===== config.mk =====
export PLATFORM = sky130hd
export DESIGN_NAME = conv_job_sequencer
export DESIGN_NICKNAME = d
export VERILOG_FILES = /design/src/rtl/conv_seq_pkg.sv /design/src/rtl/conv_job_sequencer_wb_master.sv /design/src/rtl/conv_job_sequencer.sv
export SDC_FILE = /design/constraint.sdc
export NUM_CORES = 1
export LEC_CHECK = 0
export ABC_AREA = 1
export ABC_CLOCK_PERIOD_IN_PS = 1900
export CAP_MARGIN = 20
export CORE_ASPECT_RATIO = 0.75
export CORE_UTILIZATION = 47
export CTS_CLUSTER_SIZE = 24
export DETAILED_ROUTE_END_ITERATION = 16
export GPL_TIMING_DRIVEN = 0
export PLACE_DENSITY = 0.87
export SLEW_MARGIN = 20
export SYNTH_ARGS = -nofsm -noshare
export SYNTH_HDL_FRONTEND = slang
export SYNTH_SLANG_ARGS = --single-unit

===== constraint.sdc =====
create_clock -name wb_clk_i -period 1.9 [get_ports wb_clk_i]
set_clock_uncertainty 0.15 [all_clocks]
set_input_delay 0.285 -clock wb_clk_i [delete_from_list [all_inputs] [get_ports wb_clk_i]]
set_output_delay 0.285 -clock wb_clk_i [all_outputs]
set_load 0.005 [all_outputs]

===== src/rtl/conv_seq_pkg.sv =====
// Shared definitions for the convolution job sequencer: FSM states, register
// map offsets, control-register values and the address helper.
package conv_seq_pkg;

  typedef enum logic [3:0] {
    S_IDLE      = 4'd0,
    S_WR_CFG1   = 4'd1,
    S_WR_CFG2   = 4'd2,
    S_WR_START  = 4'd3,
    S_POLL_RD   = 4'd4,
    S_POLL_GAP  = 4'd5,
    S_DONE_WAIT = 4'd6,
    S_CLR_START = 4'd7,
    S_SRST_SET  = 4'd8,
    S_SRST_CLR  = 4'd9
  } seq_state_e;

  localparam logic [31:0] OFF_CTRL   = 32'h0000_0000;
  localparam logic [31:0] OFF_CFG1   = 32'h0000_0004;
  localparam logic [31:0] OFF_CFG2   = 32'h0000_0008;

  localparam logic [31:0] CTRL_START = 32'h0000_0004;
  localparam logic [31:0] CTRL_SRST  = 32'h0000_0002;

  localparam int DONE_BIT = 0;

  // Instance n lives at base + (n << 24); the sum wraps at 32 bits.
  function automatic logic [31:0] inst_reg_addr(input logic [31:0] base,
                                                input logic [7:0]  inst,
                                                input logic [31:0] off);
    return base + ({24'd0, inst} << 24) + off;
  endfunction

endpackage


===== src/rtl/conv_job_sequencer_wb_master.sv =====
// Single-transaction Wishbone master: latches one request, holds the bus
// until ack, and reports completion combinationally on the ack cycle.
module wb_single_master
  import conv_seq_pkg::*;
(
  input  logic        clk,
  input  logic        srst,
  input  logic        req,
  input  logic        we,
  input  logic [31:0] adr,
  input  logic [31:0] dat,
  output logic        busy,
  output logic        done,
  output logic [31:0] rdata,
  output logic        wb_cyc,
  output logic        wb_stb,
  output logic        wb_we,
  output logic [3:0]  wb_sel,
  output logic [31:0] wb_adr,
  output logic [31:0] wb_dat_w,
  input  logic        wb_ack,
  input  logic [31:0] wb_dat_r
);

  logic        cyc_reg;
  logic        we_reg;
  logic [3:0]  sel_reg;
  logic [31:0] adr_reg;
  logic [31:0] dat_reg;
  logic [31:0] rdata_reg;

  always_ff @(posedge clk) begin
    if (srst) begin
      cyc_reg   <= 1'b0;
      we_reg    <= 1'b0;
      sel_reg   <= 4'h0;
      adr_reg   <= 32'h0;
      dat_reg   <= 32'h0;
      rdata_reg <= 32'h0;
    end else if (cyc_reg) begin
      if (wb_ack) begin
        cyc_reg   <= 1'b0;
        we_reg    <= 1'b0;
        sel_reg   <= 4'h0;
        rdata_reg <= wb_dat_r;
      end
    end else if (req) begin
      cyc_reg <= 1'b1;
      we_reg  <= we;
      sel_reg <= 4'hF;
      adr_reg <= adr;
      dat_reg <= dat;
    end
  end

  // Completion is flagged in the ack cycle so the caller can advance on the
  // same edge; rdata bypasses the capture register during that cycle.
  assign done     = cyc_reg & wb_ack;
  assign rdata    = done ? wb_dat_r : rdata_reg;
  assign busy     = cyc_reg;
  assign wb_cyc   = cyc_reg;
  assign wb_stb   = cyc_reg;
  assign wb_we    = we_reg;
  assign wb_sel   = sel_reg;
  assign wb_adr   = adr_reg;
  assign wb_dat_w = dat_reg;

endmodule


===== src/rtl/conv_job_sequencer.sv =====
// Job sequencer: programs one accelerator instance over Wishbone, starts it,
// polls for done, waits for host release, then clears start and soft-resets.
module conv_job_sequencer
  import conv_seq_pkg::*;
#(
  parameter int          NO_OF_INSTS    = 4,
  parameter logic [31:0] REG_BASE_ADDR  = 32'h3000_0000,
  parameter int          POLL_GAP       = 10,
  parameter int          POLL_MAX       = 100,
  parameter int          POLL_CNT_WIDTH = 8
) (
  input  logic                      wb_clk_i,
  input  logic                      wb_rst_i,
  input  logic                      job_valid_i,
  output logic                      job_ready_o,
  input  logic [7:0]                job_inst_i,
  input  logic [31:0]               job_cfg1_i,
  input  logic [31:0]               job_cfg2_i,
  input  logic                      job_release_i,
  output logic                      busy_o,
  output logic                      job_done_o,
  output logic                      job_err_o,
  output logic [POLL_CNT_WIDTH-1:0] poll_cnt_o,
  output logic                      wbm_cyc_o,
  output logic                      wbm_stb_o,
  output logic                      wbm_we_o,
  output logic [3:0]                wbm_sel_o,
  output logic [31:0]               wbm_adr_o,
  output logic [31:0]               wbm_dat_o,
  input  logic                      wbm_ack_i,
  input  logic [31:0]               wbm_dat_i
);

  seq_state_e                state_reg;
  logic [7:0]                inst_reg;
  logic [31:0]               cfg1_reg;
  logic [31:0]               cfg2_reg;
  logic                      issued_reg;
  logic                      inv_reg;
  logic                      err_reg;
  logic [POLL_CNT_WIDTH-1:0] poll_cnt_reg;
  logic [7:0]                gap_cnt_reg;

  logic        req;
  logic        req_we;
  logic        in_txn;
  logic [31:0] req_off;
  logic [31:0] req_dat;
  logic [31:0] req_adr;
  logic        mst_busy;
  logic        mst_done;
  logic [31:0] mst_rdata;
  logic        unused_rdata;

  always_comb begin
    in_txn  = 1'b1;
    req_we  = 1'b1;
    req_off = OFF_CTRL;
    req_dat = 32'h0;
    case (state_reg)
      S_WR_CFG1:   begin req_off = OFF_CFG1; req_dat = cfg1_reg; end
      S_WR_CFG2:   begin req_off = OFF_CFG2; req_dat = cfg2_reg; end
      S_WR_START:  req_dat = CTRL_START;
      S_POLL_RD:   req_we  = 1'b0;
      S_CLR_START: req_dat = 32'h0;
      S_SRST_SET:  req_dat = CTRL_SRST;
      S_SRST_CLR:  req_dat = 32'h0;
      default: begin
        in_txn = 1'b0;
        req_we = 1'b0;
      end
    endcase
    req_adr = inst_reg_addr(REG_BASE_ADDR, inst_reg, req_off);
  end

  // One request per transaction state; issued_reg blocks re-issue until ack.
  assign req = in_txn & ~issued_reg & ~mst_busy;

  always_ff @(posedge wb_clk_i) begin
    if (wb_rst_i) begin
      state_reg    <= S_IDLE;
      inst_reg     <= 8'h0;
      cfg1_reg     <= 32'h0;
      cfg2_reg     <= 32'h0;
      issued_reg   <= 1'b0;
      inv_reg      <= 1'b0;
      err_reg      <= 1'b0;
      poll_cnt_reg <= '0;
      gap_cnt_reg  <= 8'h0;
    end else begin
      if (req)      issued_reg <= 1'b1;
      if (mst_done) issued_reg <= 1'b0;

      case (state_reg)
        S_IDLE: begin
          if (job_valid_i) begin
            inst_reg     <= job_inst_i;
            cfg1_reg     <= job_cfg1_i;
            cfg2_reg     <= job_cfg2_i;
            poll_cnt_reg <= '0;
            if (32'(job_inst_i) >= NO_OF_INSTS) begin
              err_reg   <= 1'b1;
              inv_reg   <= 1'b1;
              state_reg <= S_DONE_WAIT;
            end else begin
              err_reg   <= 1'b0;
              inv_reg   <= 1'b0;
              state_reg <= S_WR_CFG1;
            end
          end
        end
        S_WR_CFG1:  if (mst_done) state_reg <= S_WR_CFG2;
        S_WR_CFG2:  if (mst_done) state_reg <= S_WR_START;
        S_WR_START: if (mst_done) state_reg <= S_POLL_RD;
        S_POLL_RD: begin
          if (req) poll_cnt_reg <= poll_cnt_reg + POLL_CNT_WIDTH'(1);
          if (mst_done) begin
            gap_cnt_reg <= 8'h0;
            if (mst_rdata[DONE_BIT]) begin
              state_reg <= S_DONE_WAIT;
            end else if (poll_cnt_reg == POLL_CNT_WIDTH'(POLL_MAX)) begin
              err_reg   <= 1'b1;
              state_reg <= S_DONE_WAIT;
            end else begin
              state_reg <= (POLL_GAP > 1) ? S_POLL_GAP : S_POLL_RD;
            end
          end
        end
        // The request cycle of the next poll is itself idle on the bus, so
        // POLL_GAP-1 cycles here give POLL_GAP idle bus cycles between polls.
        S_POLL_GAP: begin
          if (gap_cnt_reg == 8'(POLL_GAP - 2)) state_reg <= S_POLL_RD;
          else gap_cnt_reg <= gap_cnt_reg + 8'd1;
        end
        S_DONE_WAIT: begin
          if (job_release_i) begin
            err_reg   <= 1'b0;
            state_reg <= inv_reg ? S_IDLE : S_CLR_START;
          end
        end
        S_CLR_START: if (mst_done) state_reg <= S_SRST_SET;
        S_SRST_SET:  if (mst_done) state_reg <= S_SRST_CLR;
        S_SRST_CLR:  if (mst_done) state_reg <= S_IDLE;
        default:     state_reg <= S_IDLE;
      endcase
    end
  end

  wb_single_master u_wb_master (
    .clk      (wb_clk_i),
    .srst     (wb_rst_i),
    .req      (req),
    .we       (req_we),
    .adr      (req_adr),
    .dat      (req_dat),
    .busy     (mst_busy),
    .done     (mst_done),
    .rdata    (mst_rdata),
    .wb_cyc   (wbm_cyc_o),
    .wb_stb   (wbm_stb_o),
    .wb_we    (wbm_we_o),
    .wb_sel   (wbm_sel_o),
    .wb_adr   (wbm_adr_o),
    .wb_dat_w (wbm_dat_o),
    .wb_ack   (wbm_ack_i),
    .wb_dat_r (wbm_dat_i)
  );

  // Only the done flag of the status word matters to the sequencer.
  assign unused_rdata = ^mst_rdata;

  assign job_ready_o = (state_reg == S_IDLE);
  assign busy_o      = (state_reg != S_IDLE);
  assign job_done_o  = (state_reg == S_DONE_WAIT);
  assign job_err_o   = err_reg;
  assign poll_cnt_o  = poll_cnt_reg;

endmodule


==> out/results.tsv, run 1 <==
metric	value	unit
die_x	134	um
gp_congestion	0.910	
power_frac_seq	32.6	%
leakage	3.57	nW
numPortBuffers	136	
clk_latency	0.42	ns
p_int	0.00766	W
cts-root-buf	clkbuf_16	
combPwrFrac	39.2	%
final-max-slew-violation-count	0	
clock_sinks	141	
first_global_vias	5783	
p_per_area	1430	nW/um2
antenna_left	0	
irDropWorstVdd	1.08	mV
synth_cell_type_count	34	
cts_buffer_depth	2	
worst_slew_pin_slew	0.623	ns
initial_utilization	49.1	%
hold_violations	0	
critPathArrivalTime	1.42	ns
avgRoutedWirePerCell	15.3	um
p_sw	0.00461	W
place_ws	-0.233	ns
track_usage	27.3	%
synth_warnings	0	
cp-start-kind	flop	
die_h	101	um
hold_buffers	0	
maxUsedRoutingLayer	met4	
finish.utilization	68.4	%
switching_share	37.6	%
cp_max_fo	5	
synthArstFlopShare	0	%
numCtsBuffers	17	
drive_above_1_share	12.4	%
rows	35	
design_area	8560	um2
cap_violations	0	
hpwlAfterDp	12700	um
layout_setup_ws	0.0466	ns
vias	6347	
fin_crit	1.85	ns
p_total	0.0123	W
routed_wl	18300	um
antenna_found_initial	1	
route.met3.wl	1520	um
wl_met2	8400	um
area_growth	39.2	%
relSlewSlack	58.5	%
dr.first_iter.drc_count	560	
cts.clk_slew.worst_paths	0.06	ns
nFillCells	991	
cts_max_level	4	
syn_area	6150	um2
dpl_cell_area	7800	um2
hold_path.class	primary input to flop	
p_clk_share	28.1	%
viasPerCell	5.28	
ys.flop_type	dfxtp_1	
status	finished, final reports clean	
die_area	13600	um2
max_freq	0.540	GHz
cts_tree	done	
core_area	12500	um2
nNetsFinal	1135	
critPathCaptureType	output pin	
required	1.46	ns
grt_max_degree	17	
grt_first_pass_wirelength	28500	um
grt_overflow	0	
setup_tns	0	ns
wl_met1	8040	um
synthCells	836	
synth_seq_cells	141	
period_share	97.5	%
grt_setup_unrepaired	true	
post_synth.cell_area_avg	7.36	um2
seq_area_frac_synth	45.9	%
ioPinCount	192	
dr.pass1.iters	5	
finalSetupViolations	0	
path_class	flop to output pin	
drcViolationCount	0	
synth_edf_count	0	
## what timing repair did
item | CTS | global route
cloned | 0 | 0
pin swaps | 1 | 2
endpoints found under the setup margin | 4 | 76
resized for setup | 24 | 35
setup buffers | 7 | 2
## critical path: stages, from the launching register on
cell	delay, ns
dfxtp_2	0.39
buf_4	0.12
clkdlybuf4s50_1	0.48
## layer usage
layer / vias to the layer above / global-route usage [%]
met5: - / 0
met4: 0 / 9.16
met3: 37 / 6.64
met2: 296 / 44.5
met1: 2959 / 35.8
li1: 3055 / -
## kinds of logic after synthesis
group	Yosys count	share of synthesized area (%)
and+or+nand+nor	279	20.1
buffers and inverters	181	13.2
other	1	0.0609
adders and majority gates	5	1.02
xor gates and xnor gates	3	0.427
DFF	141	45.9
AOI/OAI and AO/OA	226	19.4
## cells in the mapped netlist, types with 2 or more instances
master / n / area share (%)
buf_4: 27 / 3.3
nor2_4: 2 / 0.37
nand2_4: 2 / 0.37
o211ai_1: 2 / 0.24
dfxtp_1: 141 / 46
inv_1: 101 / 6.2
buf_2: 17 / 1.4
o22ai_1: 30 / 3.0
clkbuf_1: 19 / 1.2
buf_1: 8 / 0.49
nor3_1: 3 / 0.24
nand2_2: 3 / 0.30
nor2_1: 40 / 2.4
o21ai_0: 76 / 6.2
ha_1: 5 / 1.0
nand3_1: 58 / 4.7
xnor2_1: 2 / 0.28
o21ai_2: 3 / 0.43
nand3b_1: 4 / 0.49
nand4_1: 4 / 0.41
o21ai_1: 5 / 0.41
a21oi_1: 108 / 8.8
nand2_1: 158 / 9.6
inv_2: 8 / 0.49
## metrics by stage
stage                     hold slack (ns)  instances
final                               0.201       1201
after global routing                0.208       1201
after CTS                           0.188       1198
after detailed placement            0.295       1159
after global placement              0.289       1159
after floorplan                     0.275        857
## area by class of cell
| class | count | area [um2] | area share, % |
|---|---|---|---|
| antenna | 1 | 2.50 | 0.0292 |
| multi-input combinational | 535 | 2630 | 30.7 |
| buffer | 72 | 427 | 4.98 |
| tap | 166 | 208 | 2.43 |
| inverter | 109 | 422 | 4.92 |
| sequential | 141 | 2840 | 33.1 |
| timing repair buffer | 145 | 1430 | 16.7 |
| clock buffer | 19 | 453 | 5.29 |
| clock inverter | 13 | 163 | 1.90 |
## worst paths after layout
check	depth (start not counted)	startpoint	end	slack, ns
setup / recovery	2	u_wb_master.busy$_SDFF_PP0_	wbm_stb_o	0.05
hold / removal	3	job_valid_i	inst_reg[3]$_SDFFE_PP0P_	0.20
setup reg to reg	8	state_reg[0]$_SDFFE_PP0P_	cfg1_reg[23]$_SDFFE_PP0P_	0.09
hold reg to reg	2	cfg2_reg[3]$_SDFFE_PP0P_	cfg2_reg[3]$_SDFFE_PP0P_	0.31
## cells in the final DEF (no fill, tap or decap), drive strengths merged
| cell type | instances |
|---|---|
| nand2 | 164 |
| dfxtp | 141 |
| clkdlybuf4s50 | 133 |
| inv | 111 |
| a21oi | 109 |
| o21ai | 84 |
| buf | 62 |
| nand3 | 59 |
| nor2 | 44 |
| clkbuf | 39 |
| o22ai | 30 |
| conb | 22 |
| clkinv | 6 |
| ha | 5 |
| nand3b | 4 |
| nand4 | 4 |
| nor3 | 3 |
| bufinv | 3 |
| xnor2 | 2 |
| o211ai | 2 |
| clkinvlp | 2 |
| diode | 1 |
| o2111ai | 1 |
| xor2 | 1 |
| or2 | 1 |
| clkdlybuf4s15 | 1 |
| dlygate4sd2 | 1 |
## power by group through the flow
stage	clock [W]	combinational [W]	sequential, W
2_1_floorplan	0	0.00287	0.00397
3_3_place_gp	0	0.00421	0.00401
3_5_place_dp	0	0.00432	0.00404
4_1_cts	0.00344	0.00457	0.00400
5_1_grt	0.00358	0.00524	0.00408
6_report	0.00345	0.00481	0.00401
(Power assumes the default switching activity.)
==> inputs of run 2 (changes only) <==
--- a/config.mk
+++ b/config.mk
@@ -10,7 +10,7 @@
 export CAP_MARGIN = 20
 export CORE_ASPECT_RATIO = 0.75
 export CORE_UTILIZATION = 47
-export CTS_CLUSTER_SIZE = 24
+export CTS_CLUSTER_SIZE = 10
 export DETAILED_ROUTE_END_ITERATION = 16
 export GPL_TIMING_DRIVEN = 0
 export PLACE_DENSITY = 0.87
==> results of run 2 <==
Final layout, timing and power as in run 1 (identical DEF).
